[config.mk]
export PLATFORM = sky130hd
export DESIGN_NAME = alu_seq_flat
export DESIGN_NICKNAME = d
export VERILOG_FILES = /design/src/rtl/alu_pkg.sv /design/src/rtl/alu_seq_if.sv /design/src/rtl/alu_muldiv_iter.sv /design/src/rtl/alu_seq.sv /design/src/flat_wrapper.sv
export SDC_FILE = /design/constraint.sdc
export NUM_CORES = 1
export LEC_CHECK = 0
export CAP_MARGIN = 5
export CORE_AREA = 2 2 155 157
export CTS_CLUSTER_DIAMETER = 40
export CTS_CLUSTER_SIZE = 25
export DETAILED_ROUTE_END_ITERATION = 6
export DIE_AREA = 0 0 157 159
export PLACE_DENSITY = 0.77
export SKIP_CTS_REPAIR_TIMING = 1
export SYNTH_ARGS = -nofsm -noshare
export SYNTH_HDL_FRONTEND = slang
export SYNTH_SLANG_ARGS = --single-unit
[constraint.sdc]
create_clock -name CLK -period 2.35 [get_ports CLK]
set_input_delay 0.235 -clock CLK [delete_from_list [all_inputs] [get_ports CLK]]
set_output_delay 0.235 -clock CLK [all_outputs]
set_load 0.01 [all_outputs]
[src/rtl/alu_pkg.sv]
// Shared definitions for the sequential ALU: opcode encodings, FSM states
// and the iteration counter width helper.
package alu_pkg;

   typedef enum logic [3:0] {
      OP_ADD  = 4'd0,
      OP_SUB  = 4'd1,
      OP_SLTU = 4'd2,
      OP_SLT  = 4'd3,
      OP_SLL  = 4'd4,
      OP_OR   = 4'd5,
      OP_AND  = 4'd6,
      OP_XOR  = 4'd7,
      OP_SRL  = 4'd8,
      OP_SRA  = 4'd9,
      OP_MUL  = 4'd10,
      OP_DIVU = 4'd11,
      OP_REMU = 4'd12
   } alu_op_e;

   typedef enum logic [1:0] {
      IDLE = 2'd0,
      ITER = 2'd1,
      DONE = 2'd2
   } alu_state_e;

   // Bits needed to count the WIDTH iterations of the mul/div engine.
   function automatic int cnt_width(input int width);
      return (width > 1) ? $clog2(width) : 1;
   endfunction

endpackage

[src/rtl/alu_seq_if.sv]
// Request/result bundle of the sequential ALU; the control unit is the
// master, the ALU is the slave.
interface alu_seq_if #(
   parameter int WIDTH   = 32,
   parameter int SHAMT_W = $clog2(WIDTH)
);
   logic               in_valid;
   logic               in_ready;
   logic               ALUSrcA;
   logic               ALUSrcB;
   logic [SHAMT_W-1:0] sa;
   logic [3:0]         ALUOp;
   logic [WIDTH-1:0]   ReadData1;
   logic [WIDTH-1:0]   ReadData2;
   logic [WIDTH-1:0]   ImExt;
   logic               out_valid;
   logic               out_ready;
   logic [WIDTH-1:0]   result;
   logic               zero;
   logic               sign;
   logic               carry;
   logic               ovf;
   logic               illegal;

   modport master (
      output in_valid, ALUSrcA, ALUSrcB, sa, ALUOp, ReadData1, ReadData2, ImExt, out_ready,
      input  in_ready, out_valid, result, zero, sign, carry, ovf, illegal
   );

   modport slave (
      input  in_valid, ALUSrcA, ALUSrcB, sa, ALUOp, ReadData1, ReadData2, ImExt, out_ready,
      output in_ready, out_valid, result, zero, sign, carry, ovf, illegal
   );
endinterface

[src/rtl/alu_muldiv_iter.sv]
// Iterative engine shared by MUL (shift-add) and DIVU/REMU (restoring divide);
// one bit per cycle for WIDTH cycles after start.
module alu_muldiv_iter
   import alu_pkg::*;
#(
   parameter int WIDTH = 32
) (
   input  logic             CLK,
   input  logic             Reset,
   input  logic             start,
   input  logic             is_mul,
   input  logic             want_rem,
   input  logic [WIDTH-1:0] op_a,
   input  logic [WIDTH-1:0] op_b,
   output logic             done,
   output logic [WIDTH-1:0] result
);
   localparam int CW = cnt_width(WIDTH);

   logic [WIDTH:0]   acc_q, acc_d;
   logic [WIDTH-1:0] opnd_q, opnd_d;
   logic [WIDTH-1:0] shf_q, shf_d;
   logic [CW-1:0]    cnt_q, cnt_d;
   logic             busy_q, busy_d;
   logic             mul_q, mul_d;
   logic             rem_q, rem_d;
   logic [WIDTH:0]   rem_shift;
   logic [WIDTH:0]   trial;

   always_ff @(posedge CLK or posedge Reset) begin
      if (Reset) begin
         acc_q  <= '0;
         opnd_q <= '0;
         shf_q  <= '0;
         cnt_q  <= '0;
         busy_q <= 1'b0;
         mul_q  <= 1'b0;
         rem_q  <= 1'b0;
      end else begin
         acc_q  <= acc_d;
         opnd_q <= opnd_d;
         shf_q  <= shf_d;
         cnt_q  <= cnt_d;
         busy_q <= busy_d;
         mul_q  <= mul_d;
         rem_q  <= rem_d;
      end
   end

   // A zero divisor never borrows, so the quotient fills with ones and the
   // remainder ends up equal to the dividend without any special case.
   always_comb begin
      acc_d     = acc_q;
      opnd_d    = opnd_q;
      shf_d     = shf_q;
      cnt_d     = cnt_q;
      busy_d    = busy_q;
      mul_d     = mul_q;
      rem_d     = rem_q;
      rem_shift = {acc_q[WIDTH-1:0], shf_q[WIDTH-1]};
      trial     = rem_shift - {1'b0, opnd_q};
      if (start) begin
         acc_d  = '0;
         opnd_d = is_mul ? op_a : op_b;
         shf_d  = is_mul ? op_b : op_a;
         cnt_d  = '0;
         busy_d = 1'b1;
         mul_d  = is_mul;
         rem_d  = want_rem;
      end else if (busy_q) begin
         if (mul_q) begin
            if (shf_q[0]) begin
               acc_d = {1'b0, acc_q[WIDTH-1:0] + opnd_q};
            end
            opnd_d = opnd_q << 1;
            shf_d  = shf_q >> 1;
         end else if (!trial[WIDTH]) begin
            acc_d = trial;
            shf_d = {shf_q[WIDTH-2:0], 1'b1};
         end else begin
            acc_d = rem_shift;
            shf_d = {shf_q[WIDTH-2:0], 1'b0};
         end
         cnt_d = cnt_q + 1'b1;
         if (cnt_q == CW'(WIDTH - 1)) begin
            busy_d = 1'b0;
         end
      end
   end

   // The final iteration's value is presented combinationally so the top
   // can register it on the same edge the engine finishes.
   assign done   = busy_q && (cnt_q == CW'(WIDTH - 1));
   assign result = (mul_q || rem_q) ? acc_d[WIDTH-1:0] : shf_d;

endmodule

[src/rtl/alu_seq.sv]
// Multi-cycle execute-stage ALU with valid/ready handshakes and registered flags.
// Define ALU_MULDIV_EN to build MUL/DIVU/REMU on the iterative engine.
module alu_seq
   import alu_pkg::*;
#(
   parameter int WIDTH   = 32,
   parameter int SHAMT_W = $clog2(WIDTH)
) (
   input  logic     CLK,
   input  logic     Reset,
   alu_seq_if.slave bus
);
`ifdef ALU_MULDIV_EN
   localparam bit MULDIV_EN = 1'b1;
`else
   localparam bit MULDIV_EN = 1'b0;
`endif

   alu_state_e       state_q, state_d;
   logic [WIDTH-1:0] result_q, result_d;
   logic             zero_q, zero_d;
   logic             sign_q, sign_d;
   logic             carry_q, carry_d;
   logic             ovf_q, ovf_d;
   logic             illegal_q, illegal_d;

   logic [WIDTH-1:0]   op_a, op_b;
   logic [SHAMT_W-1:0] shamt;
   logic [WIDTH:0]     sum, diff;
   logic [WIDTH-1:0]   alu_r;
   logic               alu_c, alu_v, alu_ill;
   logic               accept, is_iter, load, eng_start, eng_done;
   logic [WIDTH-1:0]   eng_result;

   assign op_a   = bus.ALUSrcA ? {{(WIDTH - SHAMT_W){1'b0}}, bus.sa} : bus.ReadData1;
   assign op_b   = bus.ALUSrcB ? bus.ImExt : bus.ReadData2;
   assign shamt  = op_a[SHAMT_W-1:0];
   assign sum    = {1'b0, op_a} + {1'b0, op_b};
   assign diff   = {1'b0, op_a} - {1'b0, op_b};
   assign accept = bus.in_valid && (state_q == IDLE);
   assign is_iter = MULDIV_EN && ((bus.ALUOp == OP_MUL) || (bus.ALUOp == OP_DIVU) ||
                                  (bus.ALUOp == OP_REMU));

   always_comb begin
      alu_r   = '0;
      alu_c   = 1'b0;
      alu_v   = 1'b0;
      alu_ill = 1'b0;
      case (bus.ALUOp)
         OP_ADD: begin
            alu_r = sum[WIDTH-1:0];
            alu_c = sum[WIDTH];
            alu_v = (op_a[WIDTH-1] == op_b[WIDTH-1]) && (sum[WIDTH-1] != op_a[WIDTH-1]);
         end
         OP_SUB: begin
            alu_r = diff[WIDTH-1:0];
            alu_c = diff[WIDTH];
            alu_v = (op_a[WIDTH-1] != op_b[WIDTH-1]) && (diff[WIDTH-1] != op_a[WIDTH-1]);
         end
         OP_SLTU: alu_r = {{(WIDTH - 1){1'b0}}, (op_a < op_b)};
         OP_SLT:  alu_r = {{(WIDTH - 1){1'b0}}, ($signed(op_a) < $signed(op_b))};
         OP_SLL:  alu_r = op_b << shamt;
         OP_OR:   alu_r = op_a | op_b;
         OP_AND:  alu_r = op_a & op_b;
         OP_XOR:  alu_r = op_a ^ op_b;
         OP_SRL:  alu_r = op_b >> shamt;
         OP_SRA:  alu_r = $unsigned($signed(op_b) >>> shamt);
         OP_MUL, OP_DIVU, OP_REMU: alu_ill = !MULDIV_EN;
         default: alu_ill = 1'b1;
      endcase
   end

   always_ff @(posedge CLK or posedge Reset) begin
      if (Reset) begin
         state_q   <= IDLE;
         result_q  <= '0;
         zero_q    <= 1'b0;
         sign_q    <= 1'b0;
         carry_q   <= 1'b0;
         ovf_q     <= 1'b0;
         illegal_q <= 1'b0;
      end else begin
         state_q   <= state_d;
         result_q  <= result_d;
         zero_q    <= zero_d;
         sign_q    <= sign_d;
         carry_q   <= carry_d;
         ovf_q     <= ovf_d;
         illegal_q <= illegal_d;
      end
   end

   // zero/sign only move when a new result is loaded, so they keep their
   // reset value of 0 until the first operation completes.
   always_comb begin
      state_d   = state_q;
      result_d  = result_q;
      zero_d    = zero_q;
      sign_d    = sign_q;
      carry_d   = carry_q;
      ovf_d     = ovf_q;
      illegal_d = illegal_q;
      eng_start = 1'b0;
      load      = 1'b0;
      case (state_q)
         IDLE: begin
            if (accept) begin
               if (is_iter) begin
                  eng_start = 1'b1;
                  state_d   = ITER;
               end else begin
                  state_d   = DONE;
                  load      = 1'b1;
                  result_d  = alu_r;
                  carry_d   = alu_c;
                  ovf_d     = alu_v;
                  illegal_d = alu_ill;
               end
            end
         end
         ITER: begin
            if (eng_done) begin
               state_d   = DONE;
               load      = 1'b1;
               result_d  = eng_result;
               carry_d   = 1'b0;
               ovf_d     = 1'b0;
               illegal_d = 1'b0;
            end
         end
         DONE: begin
            if (bus.out_ready) begin
               state_d = IDLE;
            end
         end
         default: state_d = IDLE;
      endcase
      if (load) begin
         zero_d = (result_d == '0);
         sign_d = result_d[WIDTH-1];
      end
   end

`ifdef ALU_MULDIV_EN
   alu_muldiv_iter #(
      .WIDTH (WIDTH)
   ) u_muldiv (
      .CLK      (CLK),
      .Reset    (Reset),
      .start    (eng_start),
      .is_mul   (bus.ALUOp == OP_MUL),
      .want_rem (bus.ALUOp == OP_REMU),
      .op_a     (op_a),
      .op_b     (op_b),
      .done     (eng_done),
      .result   (eng_result)
   );
`else
   assign eng_done   = 1'b0;
   assign eng_result = '0;
`endif

   assign bus.in_ready  = (state_q == IDLE);
   assign bus.out_valid = (state_q == DONE);
   assign bus.result    = result_q;
   assign bus.zero      = zero_q;
   assign bus.sign      = sign_q;
   assign bus.carry     = carry_q;
   assign bus.ovf       = ovf_q;
   assign bus.illegal   = illegal_q;

endmodule

[src/flat_wrapper.sv]
// flat-port wrapper written by rule: the top's interface ports become plain ports
module alu_seq_flat import alu_pkg::*;
#(
   parameter int WIDTH   = 32,
   parameter int SHAMT_W = $clog2(WIDTH)
)
  (CLK, Reset, bus_in_valid, bus_ALUSrcA, bus_ALUSrcB, bus_sa, bus_ALUOp, bus_ReadData1, bus_ReadData2, bus_ImExt, bus_out_ready, bus_in_ready, bus_out_valid, bus_result, bus_zero, bus_sign, bus_carry, bus_ovf, bus_illegal);
  alu_seq_if #(.WIDTH(WIDTH), .SHAMT_W(SHAMT_W)) bus_i ();
  input  logic CLK;
  input  logic Reset;
  input wire logic [$bits(bus_i.in_valid)-1:0] bus_in_valid;
  input wire logic [$bits(bus_i.ALUSrcA)-1:0] bus_ALUSrcA;
  input wire logic [$bits(bus_i.ALUSrcB)-1:0] bus_ALUSrcB;
  input wire logic [$bits(bus_i.sa)-1:0] bus_sa;
  input wire logic [$bits(bus_i.ALUOp)-1:0] bus_ALUOp;
  input wire logic [$bits(bus_i.ReadData1)-1:0] bus_ReadData1;
  input wire logic [$bits(bus_i.ReadData2)-1:0] bus_ReadData2;
  input wire logic [$bits(bus_i.ImExt)-1:0] bus_ImExt;
  input wire logic [$bits(bus_i.out_ready)-1:0] bus_out_ready;
  output wire logic [$bits(bus_i.in_ready)-1:0] bus_in_ready;
  output wire logic [$bits(bus_i.out_valid)-1:0] bus_out_valid;
  output wire logic [$bits(bus_i.result)-1:0] bus_result;
  output wire logic [$bits(bus_i.zero)-1:0] bus_zero;
  output wire logic [$bits(bus_i.sign)-1:0] bus_sign;
  output wire logic [$bits(bus_i.carry)-1:0] bus_carry;
  output wire logic [$bits(bus_i.ovf)-1:0] bus_ovf;
  output wire logic [$bits(bus_i.illegal)-1:0] bus_illegal;
  assign bus_i.in_valid = bus_in_valid;
  assign bus_i.ALUSrcA = bus_ALUSrcA;
  assign bus_i.ALUSrcB = bus_ALUSrcB;
  assign bus_i.sa = bus_sa;
  assign bus_i.ALUOp = bus_ALUOp;
  assign bus_i.ReadData1 = bus_ReadData1;
  assign bus_i.ReadData2 = bus_ReadData2;
  assign bus_i.ImExt = bus_ImExt;
  assign bus_i.out_ready = bus_out_ready;
  assign bus_in_ready = bus_i.in_ready;
  assign bus_out_valid = bus_i.out_valid;
  assign bus_result = bus_i.result;
  assign bus_zero = bus_i.zero;
  assign bus_sign = bus_i.sign;
  assign bus_carry = bus_i.carry;
  assign bus_ovf = bus_i.ovf;
  assign bus_illegal = bus_i.illegal;
  alu_seq #(.WIDTH(WIDTH), .SHAMT_W(SHAMT_W)) u_core (.CLK(CLK), .Reset(Reset), .bus(bus_i));
endmodule
==> results.sh, run 1 <==
export IMPL_avgSynthCellArea_um2=6.95
export IMPL_synthArstFlopShare_pct=100
export IMPL_synth_top_area_share_pct=10.5
export IMPL_error_line="[ERROR GRT-0232] Routing congestion too high. Check the congestion heatmap in the GUI."
export IMPL_syn_num_nets=1859
export IMPL_grt_overflow_total=576
export IMPL_clk_path_buf_depth=2
export IMPL_die_y_um=159
export IMPL_yosysMostFrequentCell="nor2_1"
export IMPL_synth_enable_flop_cells=0
export IMPL_io_buffers=149
export IMPL_status="stopped before the end"
export IMPL_cts_made_buffers=5
export IMPL_clkSinkCount=38
export IMPL_ys_seq_area_share_pct=8.30
export IMPL_synth_cell_types=87
export IMPL_die_w_um=157
export IMPL_ys_ff_latch=38
export IMPL_track_usage_pct=87.7
export IMPL_dpl_hpwl_um=56000
export IMPL_cts_htree_levels=2
export IMPL_ys_top_cells_by_count="nor2_1, nand2_1, a21oi_1"
export IMPL_yosysTopAreaCell="ha_1"
export IMPL_synth_area_mm2=0.0115
export IMPL_io_pins=150
export IMPL_globalplace_congestion=1.30
export IMPL_grt_max_degree=46
export IMPL_synthCells=1650
export IMPL_start_util_pct=49.4
export IMPL_root_buffer="clkbuf_16"
export IMPL_ys_top_cells_by_area="ha_1, mux2i_1, dfrtp_1"
export IMPL_yosysWarnings=0
export IMPL_fp_row_count=56
export IMPL_flow_stopped_at="global routing (5_1_grt)"
export IMPL_ys_flop_type="dfrtp_1"
==> metal layers <==
| metal | GRT usage [%] | GRT overflow |
|---|---|---|
| met1 | 86.9 | 39 |
| met2 | 98.9 | 319 |
| met3 | 78.0 | 48 |
| met4 | 86.8 | 160 |
| met5 | 61.5 | 10 |
==> cells by family after synthesis <==
kind of cell	share of synthesized area [%]
AO/OA/AOI/OAI	36.1
XOR/XNOR	1.83
adder cells (fa/ha/maj)	10.8
buffers and inverters	8.09
flip-flops	8.30
multiplexers	12.6
AND/OR/NAND/NOR	22.2
==> stage by stage <==
step / worst slack, ps / instance area, µm² / TNS [ps] / std cells
2_1_floorplan: -1880 / 11900 / -33710 / 1650
3_3_place_gp: -2130 / 18400 / -43970 / 2689
3_5_place_dp: -2390 / 18400 / -48090 / 2689
4_1_cts: -2070 / 18600 / -38350 / 2697
==> run 2, diff against run 1 <==
--- a/config.mk
+++ b/config.mk
@@ -6,12 +6,10 @@
 export NUM_CORES = 1
 export LEC_CHECK = 0
 export CAP_MARGIN = 5
-export CORE_AREA = 2 2 155 157
-export CTS_CLUSTER_DIAMETER = 40
-export CTS_CLUSTER_SIZE = 25
+export CORE_AREA = 2 2 184 186
 export DETAILED_ROUTE_END_ITERATION = 6
-export DIE_AREA = 0 0 157 159
-export PLACE_DENSITY = 0.77
+export DIE_AREA = 0 0 186 188
+export PLACE_DENSITY_LB_ADDON = 0.15
 export SKIP_CTS_REPAIR_TIMING = 1
 export SYNTH_ARGS = -nofsm -noshare
 export SYNTH_HDL_FRONTEND = slang
==> constraint.sdc (replaced) <==
create_clock -name CLK -period 3.1 [get_ports CLK]
set_input_delay 0.31 -clock CLK [delete_from_list [all_inputs] [get_ports CLK]]
set_output_delay 0.31 -clock CLK [all_outputs]
set_load 0.01 [all_outputs]
==> run 2 against run 1 <==
The flow now finishes, with violations (DRC, setup timing). Synthesized cell count unchanged. Synthesized area unchanged.
==> results.sh, run 2 <==
export IMPL_tritoncts="done"
export IMPL_yosysTopAreaCell="ha_1"
export IMPL_num_vias=18200
export IMPL_root_buffer="clkbuf_16"
export IMPL_synth_cell_types=87
export IMPL_seqPwrFrac_pct=10.4
export IMPL_p_leak_nw=9.84
export IMPL_r2r_cells=14
export IMPL_hold_depth=1
export IMPL_clockPowerShare_pct=10.2
export IMPL_antenna_found_initial=0
export IMPL_route_met2_wl_um=33600
export IMPL_status="finished, violations left"
export IMPL_ys_top_cells_by_count="nor2_1, nand2_1, a21oi_1"
export IMPL_largest_reg_flops=32
export IMPL_first_pass_iters=7
export IMPL_globalplace_congestion=1.11
export IMPL_synth_enable_flop_cells=0
export IMPL_final_common_cell="buf_4"
export IMPL_p_switching_w=0.00298
export IMPL_violations="DRC, setup timing"
export IMPL_final_layout_size_suffix_gt1_share_pct=42.4
export IMPL_finalSetupViolCount=24
export IMPL_power_density_mw_per_mm2=297
export IMPL_nNetsFinal=2684
export IMPL_synthCells=1650
export IMPL_yosysWarnings=0
export IMPL_drt_wl_total_um=80800
export IMPL_fillerInstances=2974
export IMPL_cp_common_cell="buf_6"
export IMPL_timing_final_crit_share_pct=143
export IMPL_start_util_pct=34.6
export IMPL_drv_cap=0
export IMPL_drt_iter0_markers=2422
export IMPL_ys_flop_type="dfrtp_1"
export IMPL_fin_skew_ps=8.54
export IMPL_drv_slew=0
export IMPL_cp_slowest_cell="a2111oi_4"
export IMPL_dieArea_mm2=0.0350
export IMPL_yosysMostFrequentCell="nor2_1"
export IMPL_required_ps=3300
export IMPL_track_usage_pct=43.7
export IMPL_crit_chain="buf_12, mux2i_4, buf_6, ha_4, inv_4, fa_2, nor2b_4, o211ai_1, buf_4, a211oi_4, o22ai_2, buf_6, o21bai_4, a31o_4, a2111oi_4, nand2_2, nand4bb_4, nor4_4, nand4_1, o41ai_2"
export IMPL_p_int_w=0.00328
export IMPL_wl_met1_um=32000
export IMPL_clk_path_buf_depth=2
export IMPL_place_area_mm2=0.0188
export IMPL_p_comb_share_pct=79.4
export IMPL_cp_max_fo=6
export IMPL_grt_pass1_wl_um=111000
export IMPL_clkSinkCount=38
export IMPL_critPathArrivalTime_ps=4640
export IMPL_synth_top_area_share_pct=10.5
export IMPL_coreArea_mm2=0.0331
export IMPL_io_pins=150
export IMPL_stdcell_area_mm2=0.0211
export IMPL_top_layer="met4"
export IMPL_io_buffers=149
export IMPL_drc_errors=1
export IMPL_syn_num_nets=1859
export IMPL_die_y_um=188
export IMPL_clkSlewWorstSetupHoldPaths_ps=70
export IMPL_ys_seq_area_share_pct=8.30
export IMPL_synthArstFlopShare_pct=100
export IMPL_placed_cells=2857
export IMPL_hold_class="flip-flop to flip-flop"
export IMPL_finalNonFillerCells=2924
export IMPL_rsz0062_at_grt="yes"
export IMPL_antenna_left=0
export IMPL_cts_htree_levels=2
export IMPL_hold_ws_ps=485
export IMPL_fin_ws_ps=-1330
export IMPL_crit_type="primary input to flip-flop"
export IMPL_grt_max_degree=50
export IMPL_fp_row_count=67
export IMPL_startpoint_type="primary input"
export IMPL_clk_latency_ps=310
export IMPL_avgSynthCellArea_um2=6.95
export IMPL_worst_slew_pin_slew_ps=923
export IMPL_finalPower_w=0.00626
export IMPL_max_freq_ghz=0.226
export IMPL_synth_area_mm2=0.0115
export IMPL_vias_per_cell=6.22
export IMPL_syn_to_final_growth_pct=83.9
export IMPL_slew_headroom_pct=38.3
export IMPL_grt_pass1_vias=16700
export IMPL_r2r_slack_ps=-460
export IMPL_hold_viol_final=0
export IMPL_critPathMaxStageDelay_ps=400
export IMPL_switching_share_pct=47.6
export IMPL_dpl_hpwl_um=65600
export IMPL_irDropWorstVdd_mv=0.174
export IMPL_ys_ff_latch=38
export IMPL_finalWorstPathRequiredPeriod_ps=4430
export IMPL_final_util_pct=63.6
export IMPL_cts_made_buffers=5
export IMPL_met3_length_um=9780
export IMPL_endpoint_kind="flip-flop"
export IMPL_avgRoutedWirePerCell_um=27.6
export IMPL_grt_overflow_total=0
export IMPL_die_w_um=186
export IMPL_final_cell_mix="buf_4, nor2_1, nand2_1"
export IMPL_ys_top_cells_by_area="ha_1, mux2i_1, dfrtp_1"
export IMPL_diodes=0
==> run 2: cell counts after synthesis <==
No cell type changed its count.
==> run 2: final cells by class <==
class	count	area [µm²]	area share, %
multi-input cells	1392	11100	52.8
repair buffers	943	7890	37.4
flip-flops and latches	38	951	4.51
well taps	448	561	2.66
inverters	95	367	1.74
clock buffers	5	125	0.594
clock inverters	3	45.0	0.214
==> run 2: metal layers <==
metal  GRT usage, %  vias to the layer above
li1               -                     7878
met1           60.8                     8672
met2           64.8                     1321
met3           8.35                      319
met4           19.7                        0
met5              0                        -
==> run 2: per-stage QoR <==
stage,setup WS [ps],TNS [ps]
after floorplan,-1200,-10960
after global routing,-1370,-9250
after detailed placement,-1840,-25980
after CTS,-1530,-15220
after global placement,-1830,-25510
final,-1330,-8070
==> run 2: cells by family after synthesis <==
group	count (synthesis)	synth area share [%]
AOI/OAI and AO/OA	603	36.1
and+or+nand+nor	532	22.2
buffers and inverters	220	8.09
muxes	135	12.6
adders and majority gates	98	10.8
DFF	38	8.30
xor gates and xnor gates	24	1.83
==> run 2: worst paths after layout <==
path                              startpoint                   end
max                              bus_ALUSrcA       u_core.bus.zero
min                          u_core.bus.sign       u_core.bus.sign
max reg2reg                u_core.state_q[1]       u_core.bus.zero
min reg2reg                  u_core.bus.sign       u_core.bus.sign
max in group asynchronous              Reset  u_core.bus.result[4]
min in group asynchronous              Reset      u_core.bus.carry
==> run 2: power groups by stage <==
stage	clock network (W)	registers (W)	logic (W)
after floorplan	0	0.000655	0.00185
after global placement	0	0.000654	0.00421
after detailed placement	0	0.000653	0.00423
after CTS	0.000635	0.000646	0.00425
after global routing	0.000651	0.000650	0.00514
final	0.000636	0.000651	0.00497
==> run 2: worst max-delay path: cells and delay by family <==
kind,cells,cell delay (ps)
compound gates,7,1690
mux,1,360
fa+ha+maj,2,510
buf+inv,5,650
simple gates,5,1080
No activity file was read; power rests on OpenSTA's default activity.
==> run 3, diff against run 2 <==
--- a/config.mk
+++ b/config.mk
@@ -7,10 +7,12 @@
 export LEC_CHECK = 0
 export CAP_MARGIN = 5
 export CORE_AREA = 2 2 184 186
+export CTS_CLUSTER_SIZE = 16
 export DETAILED_ROUTE_END_ITERATION = 6
 export DIE_AREA = 0 0 186 188
 export PLACE_DENSITY_LB_ADDON = 0.15
 export SKIP_CTS_REPAIR_TIMING = 1
+export SLEW_MARGIN = 5
 export SYNTH_ARGS = -nofsm -noshare
 export SYNTH_HDL_FRONTEND = slang
 export SYNTH_SLANG_ARGS = --single-unit
==> results of run 3 <==
No change in the layout: final DEF, timing and power equal those of run 2.
